<file path="src/rtl/queue_arbiter.sv">
// queue_arbiter: four-requester round-robin push arbiter in front of a
// 16-entry ring-buffer FIFO with a single registered pop port.
module queue_arbiter #(
  parameter int DW   = 8,
  parameter int NREQ = 4
) (
  input  logic                 clk,
  input  logic                 rst,
  input  logic [NREQ-1:0]      push_req,
  input  logic [NREQ*DW-1:0]   push_data,
  output logic [NREQ-1:0]      push_gnt,
  input  logic                 pop,
  output logic [DW-1:0]        pop_data,
  output logic                 pop_valid,
  output logic [4:0]           size,
  output logic [15:0]          valid,
  output logic                 full,
  output logic                 empty
);

  logic [DW-1:0] mem [16];
  logic [3:0]    front;
  logic [4:0]    cnt;
  logic [1:0]    last;

  logic [NREQ-1:0] gnt;
  logic [1:0]      gidx;
  logic [1:0]      idx;
  logic            found;
  logic [DW-1:0]   wdata;
  logic            push_ok;
  logic            pop_ok;
  logic [3:0]      tail;
  logic [3:0]      off;

  // Round-robin search starting one past the last winner; gated off in reset or when full
  always_comb begin
    gnt   = '0;
    gidx  = last;
    idx   = '0;
    found = 1'b0;
    if (rst && (cnt != 5'd16)) begin
      for (int unsigned k = 1; k <= 4; k++) begin
        idx = last + 2'(k);
        if (!found && push_req[idx]) begin
          found    = 1'b1;
          gnt[idx] = 1'b1;
          gidx     = idx;
        end
      end
    end
  end

  // Select the granted requester's entry
  always_comb begin
    wdata = '0;
    for (int unsigned i = 0; i < 4; i++) begin
      if (gnt[i]) begin
        wdata = push_data[i*DW +: DW];
      end
    end
  end

  assign push_gnt = gnt;
  assign push_ok  = |gnt;
  assign pop_ok   = pop && (cnt != 5'd0);
  assign tail     = front + cnt[3:0];

  // Storage write at the tail slot; contents are not cleared by reset
  always_ff @(posedge clk) begin
    if (push_ok) begin
      mem[tail] <= wdata;
    end
  end

  // Pointer, occupancy, arbitration history and registered pop output
  always_ff @(posedge clk or negedge rst) begin
    if (!rst) begin
      front     <= '0;
      cnt       <= '0;
      last      <= 2'd3;
      pop_valid <= 1'b0;
      pop_data  <= '0;
    end else begin
      pop_valid <= pop_ok;
      if (pop_ok) begin
        pop_data <= mem[front];
        front    <= front + 4'd1;
      end
      if (push_ok) begin
        last <= gidx;
      end
      case ({push_ok, pop_ok})
        2'b10:   cnt <= cnt + 5'd1;
        2'b01:   cnt <= cnt - 5'd1;
        default: cnt <= cnt;
      endcase
    end
  end

  // Slot i is live when its distance from front (mod 16) is below the count
  always_comb begin
    valid = '0;
    off   = '0;
    for (int unsigned i = 0; i < 16; i++) begin
      off      = 4'(i) - front;
      valid[i] = ({1'b0, off} < cnt);
    end
  end

  assign size  = cnt;
  assign full  = (cnt == 5'd16);
  assign empty = (cnt == 5'd0);

endmodule
</file>
<file path="config.mk">
export PLATFORM = sky130hd
export DESIGN_NAME = queue_arbiter
export DESIGN_NICKNAME = d
export VERILOG_FILES = /design/src/rtl/queue_arbiter.sv
export SDC_FILE = /design/constraint.sdc
export NUM_CORES = 1
export LEC_CHECK = 0
export CELL_PAD_IN_SITES_DETAIL_PLACEMENT = 0
export CELL_PAD_IN_SITES_GLOBAL_PLACEMENT = 1
export CORE_MARGIN = 8
export CORE_UTILIZATION = 40
export CTS_CLUSTER_SIZE = 10
export DETAILED_ROUTE_END_ITERATION = 10
export GPL_TIMING_DRIVEN = 0
export PLACE_DENSITY_LB_ADDON = 0.12
export REMOVE_ABC_BUFFERS = 1
export SLEW_MARGIN = 20
export SYNTH_ARGS = -nofsm -noshare
export SYNTH_HDL_FRONTEND = slang
export SYNTH_SLANG_ARGS = --single-unit
</file>
<file path="constraint.sdc">
create_clock -name clk -period 5.67 [get_ports clk]
set_input_delay 1.701 -clock clk [delete_from_list [all_inputs] [get_ports clk]]
set_output_delay 1.701 -clock clk [all_outputs]
set_load 0.05 [all_outputs]
</file>
==> out/results.ini, run 1 <==
[run_status]
outcome=finished, final reports clean

[sta]
period_needed_ps=5570
setup_viol=0
fin_crit_sh_pct=98.2
finClkSkew_ps=7.53
hold_viol=0
max_clock_freq_mhz=180
slew_headroom_pct=27.3
tightest_slew_ps=1090
fin_hold_ws_ps=468
final_max_slew_viol_count=0
setup_ws_ps=99.8

[global_route]
grtUsageMet3_pct=3.38
busiest_layer=met2
grt_pass1_vias=5039
grt_max_degree=32
grt_pass1_wl_um=28000
use_met1_pct=19.0
track_usage_pct=15.1
overflow=0
antenna_found_initial=0
met2_usage_pct=25.4

[detailed_routing]
firstDrtPassIters=4
antenna_left=0
wl_per_cell_um=19.2
num_vias=4745
drc=0
drtIter0Drc=253
vias_per_cell=5.20
totalWireLength_um=17600

[cts]
cts_root_buf=clkbuf_16
cts_tree=done
cts_buffers=17
clk_pin_slew_worst_paths_ps=60
cts_buffer_depth=2
clkLatencyLatePin_ps=410
cts_sinks=148
htreeDepth=4

[floorplanning]
coreArea_um2=19300
die-width_um=156
ioPinCount=75
start_util_pct=40.5
rows=51
fp.dieH_um=156
die-area_um2=24200

[yosys]
synthArstFlopShare_pct=13.5
synthTopCellsByArea=edfxtp_1 (49%), mux4_2 (12%), ha_1 (8.2%)
yosysTopAreaCell=edfxtp_1
synth_top_area_share_pct=49.3
yosysWarnings=0
synth-seq-area-share_pct=55.7
synth_ff_type=edfxtp_1
syn_area_per_cell_um2=14.3
synth-seq-cells=148
synth_area_um2=7800
yosysUniqueCellTypes=55
synth_edf_count=128
synthCells=545

[final_layout]
drive_above_1_share_pct=21.8
nets=727
syn_to_final_growth_pct=23.5
n_antenna_cell=0
seq_area_um2=4350
multiInputGateArea_um2=3290
fillers=1674
final_util_pct=50.0
final_area_um2=9630

[placement]
dp_hpwl_um=12700
dp_slack_ps=-799
place_area_um2=8940
port_buffers=74
globalplace.congestion=0.803

[worst_setup_path]
path_cells=clkdlybuf4s50_1 -> mux4_2 -> a21oi_1 -> a2111oi_4 -> a311oi_4 -> inv_1 -> buf_2
endpoint_kind=primary output
critPathSlowestCell=mux4_2
crit_required_ps=3970
crit_fanout=9
crit_type=input pin to primary output
worst_setup_path_start_kind=input pin
r2r-start=last[0]
crit_path_start=push_req[1]
cpPeakStageDelay_ps=670
cp.arrival_ps=3870

[min_path]
hp-class=flip-flop to flip-flop
hold_path.startpoint=pop_data[2]

[run]
cap_violations=0

metal layers:
metal	share of wire [%]	up-vias
met5	0	-
met4	1.0	0
met3	4.9	9
met2	49	120
met1	45	2361
li1	-	2255
synth_stat cells (3+ instances only):
cell      number
xor2_1         5
ha_1          51
edfxtp_1     128
xnor2_1       17
inv_1         39
nand3_1       12
a221oi_2       8
buf_6          4
buf_1          3
nand3b_1       4
nor2b_1        5
dfrtp_1       18
buf_2          6
a21o_1        23
clkbuf_1      13
nor2_1        19
a31oi_1       11
o21ai_0       14
a21oi_1       13
mux4_2        43
nor4_1         8
nor3_1        10
nand2_1       49
timing repair:
item / CTS / global route
buffers inserted: 3 / 1
pin swaps: 1 / 1
hold buffers: 0 / 0
endpoints found under the setup margin: 4 / 5
gates resized for setup: 25 / 4
layout make-up:
cell class	instances	area share (%)
well taps	265	3.44
flip-flops and latches	148	45.2
inverters	40	1.56
clock buffers	23	4.65
repair buffers	99	9.61
multi-input cells	329	34.2
clock inverters	9	1.35
sequential cells by signal, indices dropped and copies added, names as in the netlist:
name       count
pop_data       8
last           2
mem          128
size           5
front          4
pop_valid      1
cells by family (layout without fill, tap and decap cells):
family                   count (synthesis)  count (layout)  share of synthesized area [%]
flip-flops                             148             148                           55.7
AND/OR/NAND/NOR                        118             118                           7.35
AO/OA/AOI/OAI                           89              89                           8.92
buffers and inverters                   68             171                           3.85
adder cells (fa/ha/maj)                 53              53                           8.70
multiplexers                            47              47                           13.0
XOR/XNOR                                22              22                           2.47
critical path, delay by kind of cell:
kind | cells | cell delay (ps)
buffers and inverters | 3 | 850
muxes | 1 | 670
AOI/OAI and AO/OA | 3 | 640
cell usage in the layout, fill, tap and decap left out, types with 3 or more instances in the layout:
master and count:
nor2b_1 5, a221oi_2 8, clkbuf_4 3, a31oi_1 11, buf_2 11, clkbuf_1 6, nand2_1 49, bufinv_16 3
mux4_2 43, nor3_2 8, clkinv_4 3, nor4_2 7, nand3_1 12, dfrtp_1 16, buf_4 13, a21oi_1 13
xor2_1 5, nor2_1 19, ha_1 51, a21o_1 22, xnor2_1 17, o21ai_0 13, inv_1 39, clkdlybuf4s50_1 67
clkbuf_16 17, nand3b_1 4, edfxtp_1 128
per-stage QoR:
stage,std cells,setup TNS [ps]
2_1_floorplan,517,0
3_3_place_gp,856,-57720
3_5_place_dp,871,-2920
4_1_cts,906,0
5_1_grt,913,-19.4
6_report,913,0
worst paths after layout:
path	depth (start not counted)	to	slack, ps
max reg2reg	14	size[4]	1150
min reg2reg	2	pop_data[2]	470
max	7	push_gnt[3]	100
min	2	pop_data[2]	470
max in group asynchronous	1	front[0]	3930
min in group asynchronous	1	front[2]	1290
Power of run 1 is left out: the tool's default activity adds up to more than one toggle a clock period on the data nets, which glitch-free logic cannot reach.
==> run 2, diff against run 1 <==
Settings changed: CORE_UTILIZATION 40 to 48.
==> run 2 against run 1 <==
Register-to-register slack about the same. Worst hold slack about the same. Worst setup slack improved by 290 ps. Die area shrank 15%. Critical endpoint is now valid[6].
==> out/results.ini, run 2 (same netlist as run 1, synthesis figures left out) <==
[run_status]
outcome=finished, final reports clean

[worst_setup_path]
cpPeakStageDelay_ps=810  ; +140 ps
crit_type=flip-flop to primary output
rrSetupSlack_ps=1150  ; about the same
crit_path_start=front[1]
path_cells=buf_16 -> inv_1 -> ha_1 -> inv_1 -> ha_1 -> a21o_1 -> a21o_1 -> a21o_1 -> nand2_1 -> clkdlybuf4s50_1
cp.arrival_ps=3570  ; -300 ps
crit_top_cell=a21o_1
crit_required_ps=3970  ; about the same
endpoint=valid[6]
reg2reg_to=size[4]
critPathSlowestCell=clkdlybuf4s50_1
worst_setup_path_start_kind=flip-flop
crit_fanout=23  ; +14
r2r-start=last[0]
crit_family=buffers and inverters
rr_worst_depth=12  ; -2
critical_path_buf_inv_count=4  ; +1
cp.depth=10  ; +3
endpoint_kind=primary output

[global_route]
track_usage_pct=17.1  ; +1.9 points
overflow=0  ; unchanged
grt_pass1_vias=5006  ; -0.65%
grt_pass1_wl_um=26600  ; -4.9%
antenna_found_initial=0  ; unchanged
grt_max_degree=38  ; +19%

[final_layout]
final_common_cell=edfxtp_1
final_area_um2=9500  ; -1.3%
syn_to_final_growth_pct=21.9
largest-register=mem
n_antenna_cell=0  ; unchanged
drive_above_1_share_pct=21.4  ; -0.35 points
seq_area_um2=4350  ; unchanged
nets=719  ; -1.1%
multiInputGateArea_um2=3280  ; -0.30%
final_cell_mix=edfxtp_1 (128), clkdlybuf4s50_1 (65), ha_1 (51)
largest_reg_flops=128  ; unchanged
fillers=1246  ; -26%

[cts]
cts_root_buf=clkbuf_16
clk_pin_slew_worst_paths_ps=60  ; about the same
cts_sinks=148  ; unchanged
hold_buffers=0  ; unchanged
htreeDepth=4  ; unchanged
cts_buffers=17  ; unchanged
clkLatencyLatePin_ps=420  ; about the same
cts_tree=done
cts_buffer_depth=2  ; unchanged

[detailed_routing]
wl_per_cell_um=18.9  ; -1.6%
num_vias=4782  ; +0.78%
drc=0  ; unchanged
firstDrtPassIters=4  ; unchanged
vias_per_cell=5.59  ; +7.5%
drtIter0Drc=251  ; -0.79%
antenna_left=0  ; unchanged
totalWireLength_um=16200  ; -7.7%

[floorplanning]
start_util_pct=49.1  ; +8.6 points
ioPinCount=75  ; unchanged
fp.dieH_um=143  ; -7.8%
die-area_um2=20600  ; -15%
die-width_um=143  ; -7.8%
coreArea_um2=15900  ; -18%
rows=46  ; -9.8%

[sta]
fin_crit_sh_pct=93.0  ; -5.2 points
hold_viol=0  ; unchanged
slew_headroom_pct=26.9  ; -0.41 points
finClkSkew_ps=12.6  ; +5.04 ps
tightest_slew_ps=1100  ; +6.21 ps
final_max_slew_viol_count=0  ; unchanged
max_clock_freq_mhz=190  ; +5.6%
setup_viol=0  ; unchanged
rsz0062_at_grt=no
period_needed_ps=5280  ; -295 ps

[placement]
place_area_um2=8860  ; -0.92%
dp_hpwl_um=11700  ; -8.5%
globalplace.congestion=0.810  ; +0.93%
port_buffers=74  ; unchanged

[min_path]
hp-class=flip-flop to flip-flop

[run]
cap_violations=0  ; unchanged

[run 2: changes by cell type in the layout (fill, tap and decap cells not counted), sizes merged]
cell	delta
clkinvlp	+1
dlymetal6s2s	+3
buf	-8
clkinv	+2
clkbuf	-4
inv	+3
bufinv	-2
dlygate4sd2	-1
clkdlybuf4s50	-2
[run 2: through the flow]
step | instances | setup TNS (ps) | hold WS, ps | worst slack, ps | utilization [%]
after global placement | 807 | -44490 | 457 | -1110 | 54.5
after floorplan | 517 | 0 | 668 | 319 | -
after global routing | 856 | 0 | 514 | 255 | 59.8
after CTS | 853 | 0 | 477 | 10.6 | 59.6
after detailed placement | 818 | -3400 | 462 | -714 | 55.8
final | 856 | 0 | 468 | 394 | 59.8
[run 2: worst min-delay path by stage]
stage	start	end	slack, ps	cells past startpoint
5_1_grt	pop_data[6]	pop_data[6]	510	2
4_1_cts	pop_data[3]	pop_data[3]	480	2
3_3_place_gp	pop_data[1]	pop_data[1]	460	2
2_1_floorplan	last[1]	last[1]	670	1
3_5_place_dp	pop_data[2]	pop_data[2]	460	2
6_report	pop_data[2]	pop_data[2]	470	2
[run 2: per-layer routing]
metal	routed length [µm]	global-route usage (%)
met5	0	0
met1	7210	22.2
met4	155	5.48
met2	7960	28.1
met3	885	3.55
[run 2: worst min-delay path, delay by kind of cell (launching register included)]
family	cells	cell delay (ps)
DFF	1	340
and+or+nand+nor	2	100
[run 2: what timing repair did]
action,4_1_cts,5_1_grt
endpoints found under the setup margin,5,5
buffers inserted,3,1
pin swaps,2,1
gates resized for setup,25,8
[run 2: layout make-up]
class	count	share of cell area (%)
Tap cell	216	2.84
Multi-Input combinational cell	329	34.6
Inverter	40	1.58
Clock inverter	13	1.32
Timing Repair Buffer	91	9.35
Clock buffer	19	4.56
Sequential cell	148	45.8
Power of run 2 is left out for the same reason.
==> run 3, diff against run 2 <==
Settings changed: CORE_UTILIZATION 48 to 43.
Clock period 5.67 ns to 4.3 ns, I/O delays scaled along.
==> run 3 against run 2 <==
Global-route usage shrank 0.83 points. Critical endpoint is now push_gnt[1]. Register-to-register slack got worse by 850 ps. First-iteration DRC count increased by 20%. Highest routed layer unchanged. Clock-buffer cell count decreased by 1. Routed wire length is 5.9% higher.
==> out/results.ini, run 3 (same netlist as run 1, synthesis figures left out) <==
[cts]
htreeDepth=4  ; unchanged
cts_root_buf=clkbuf_16
cts_buffers=17  ; unchanged
cts_sinks=148  ; unchanged
hold_buffers=0  ; unchanged
cts_tree=done
clkLatencyLatePin_ps=420  ; about the same
cts_buffer_depth=2  ; unchanged
clk_pin_slew_worst_paths_ps=60  ; about the same

[floorplanning]
die-width_um=151  ; +5.0%
fp.dieH_um=151  ; +5.0%
start_util_pct=43.6  ; -5.5 points
die-area_um2=22700  ; +10%
rows=49  ; +6.5%
coreArea_um2=17900  ; +13%
ioPinCount=75  ; unchanged

[final_layout]
final_common_cell=edfxtp_1
nets=741  ; +3.1%
largest-register=mem
n_antenna_cell=0  ; unchanged
fillers=1473  ; +18%
drive_above_1_share_pct=27.3  ; +5.9 points
final_cell_mix=edfxtp_1 (128), ha_1 (50), nand2_1 (49), clkdlybuf4s50_1 (49), mux4_2 (44)
largest_reg_flops=128  ; unchanged
syn_to_final_growth_pct=24.6

[detailed_routing]
vias_per_cell=5.45  ; -2.4%
num_vias=4858  ; +1.6%
wl_per_cell_um=19.3  ; +1.7%
drc=0  ; unchanged
totalWireLength_um=17200  ; +5.9%
antenna_left=0  ; unchanged
drtIter0Drc=301  ; +20%
firstDrtPassIters=4  ; unchanged

[global_route]
overflow=0  ; unchanged
track_usage_pct=16.2  ; -0.83 points
grt_max_degree=23  ; -39%
grt_pass1_vias=5049  ; +0.86%
antenna_found_initial=0  ; unchanged
grt_pass1_wl_um=28300  ; +6.3%

[sta]
fin_crit_sh_pct=99.4
rsz0062_at_grt=yes
setup_tns_ps=0  ; unchanged
slew_headroom_pct=25.5  ; -1.4 points
final_max_slew_viol_count=0  ; unchanged
setup_viol=0  ; unchanged
max_clock_freq_mhz=234
period_needed_ps=4270
hold_viol=0  ; unchanged
finClkSkew_ps=9.11  ; -3.46 ps
tightest_slew_ps=1120  ; +21.4 ps

[worst_setup_path]
r2r-start=last[0]
reg2reg_to=mem[7][0]
rr_worst_depth=10  ; -2
worst_setup_path_start_kind=input pin
rrSetupSlack_ps=300  ; -850 ps
endpoint_kind=primary output
crit_required_ps=3010  ; -960 ps
crit_type=input pin to primary output
crit_fanout=11  ; -52%
cp.arrival_ps=2980  ; -590 ps

[placement]
globalplace.congestion=0.842  ; +3.9%
port_buffers=74  ; unchanged
dp_hpwl_um=11900  ; +2.5%

[min_path]
hold_depth=2  ; unchanged
whs_endpoint=pop_data[4]
hold_path.startpoint=pop_data[4]
hp-class=flip-flop to flip-flop

[run]
cap_violations=0  ; unchanged

[run_status]
outcome=finished, final reports clean

run 3: changes by cell type in the layout (fill, tap and decap cells not counted), moves of 3 or more:
cell,previous run,this run
dlygate4sd2_1,0,4
dlymetal6s2s_1,4,0
clkbuf_2,0,3
buf_2,7,15
buf_4,10,28
clkdlybuf4s50_1,65,49
clkinv_4,6,0
clkinvlp_4,1,6
buf_6,0,6
run 3: worst max-delay path, cell delays in order:
cell and delay (ps):
buf_4 150, or3b_4 380, a2111oi_4 430, or2_4 230
a221oi_4 90, buf_6 160, nor2_2 90, buf_6 170
run 3: worst max-delay path by stage:
| stage | startpoint | to | slack [ps] | cells after the start |
|---|---|---|---|---|
| after global routing | push_req[3] | push_gnt[1] | -50 | 8 |
| final | push_req[3] | push_gnt[1] | 30 | 8 |
| after global placement | push_req[1] | push_gnt[1] | -1690 | 7 |
| after floorplan | front[0] | valid[15] | -430 | 6 |
| after detailed placement | push_req[1] | push_gnt[3] | -1300 | 7 |
| after CTS | push_req[3] | push_gnt[1] | 5 | 8 |
run 3: area by class of cell:
cell class                 instances  area (µm²)  area share, %
sequential                       148        4360           44.9
multi-input combinational        330        3330           34.3
timing repair buffer             112        1000           10.3
clock buffer                      18         429           4.42
tap                              229         287           2.95
inverter                          40         154           1.58
clock inverter                    14         150           1.55
run 3: repair_timing:
action	CTS	global route
gates resized for setup	92	33
pin swaps	6	3
buffers inserted	18	3
gates cloned	1	0
endpoints found under the setup margin	245	34
run 3: per-layer routing:
metal	track usage [%]	routed length, µm
met4	5.49	181
met3	3.01	856
met5	0	0
met1	21.9	7830
met2	25.9	8290
run 3: stage by stage:
step	cells	utilization, %	worst slack (ps)	instance area, µm²	hold WS (ps)
after floorplan	517	-	-425	7650	668
after global placement	820	48.5	-1690	8670	457
after detailed placement	832	49.6	-1300	8880	463
after CTS	883	54.1	4.86	9680	477
after global routing	891	54.2	-45.1	9710	509
final	891	54.2	27.3	9710	471
Power of run 3 is left out for the same reason.
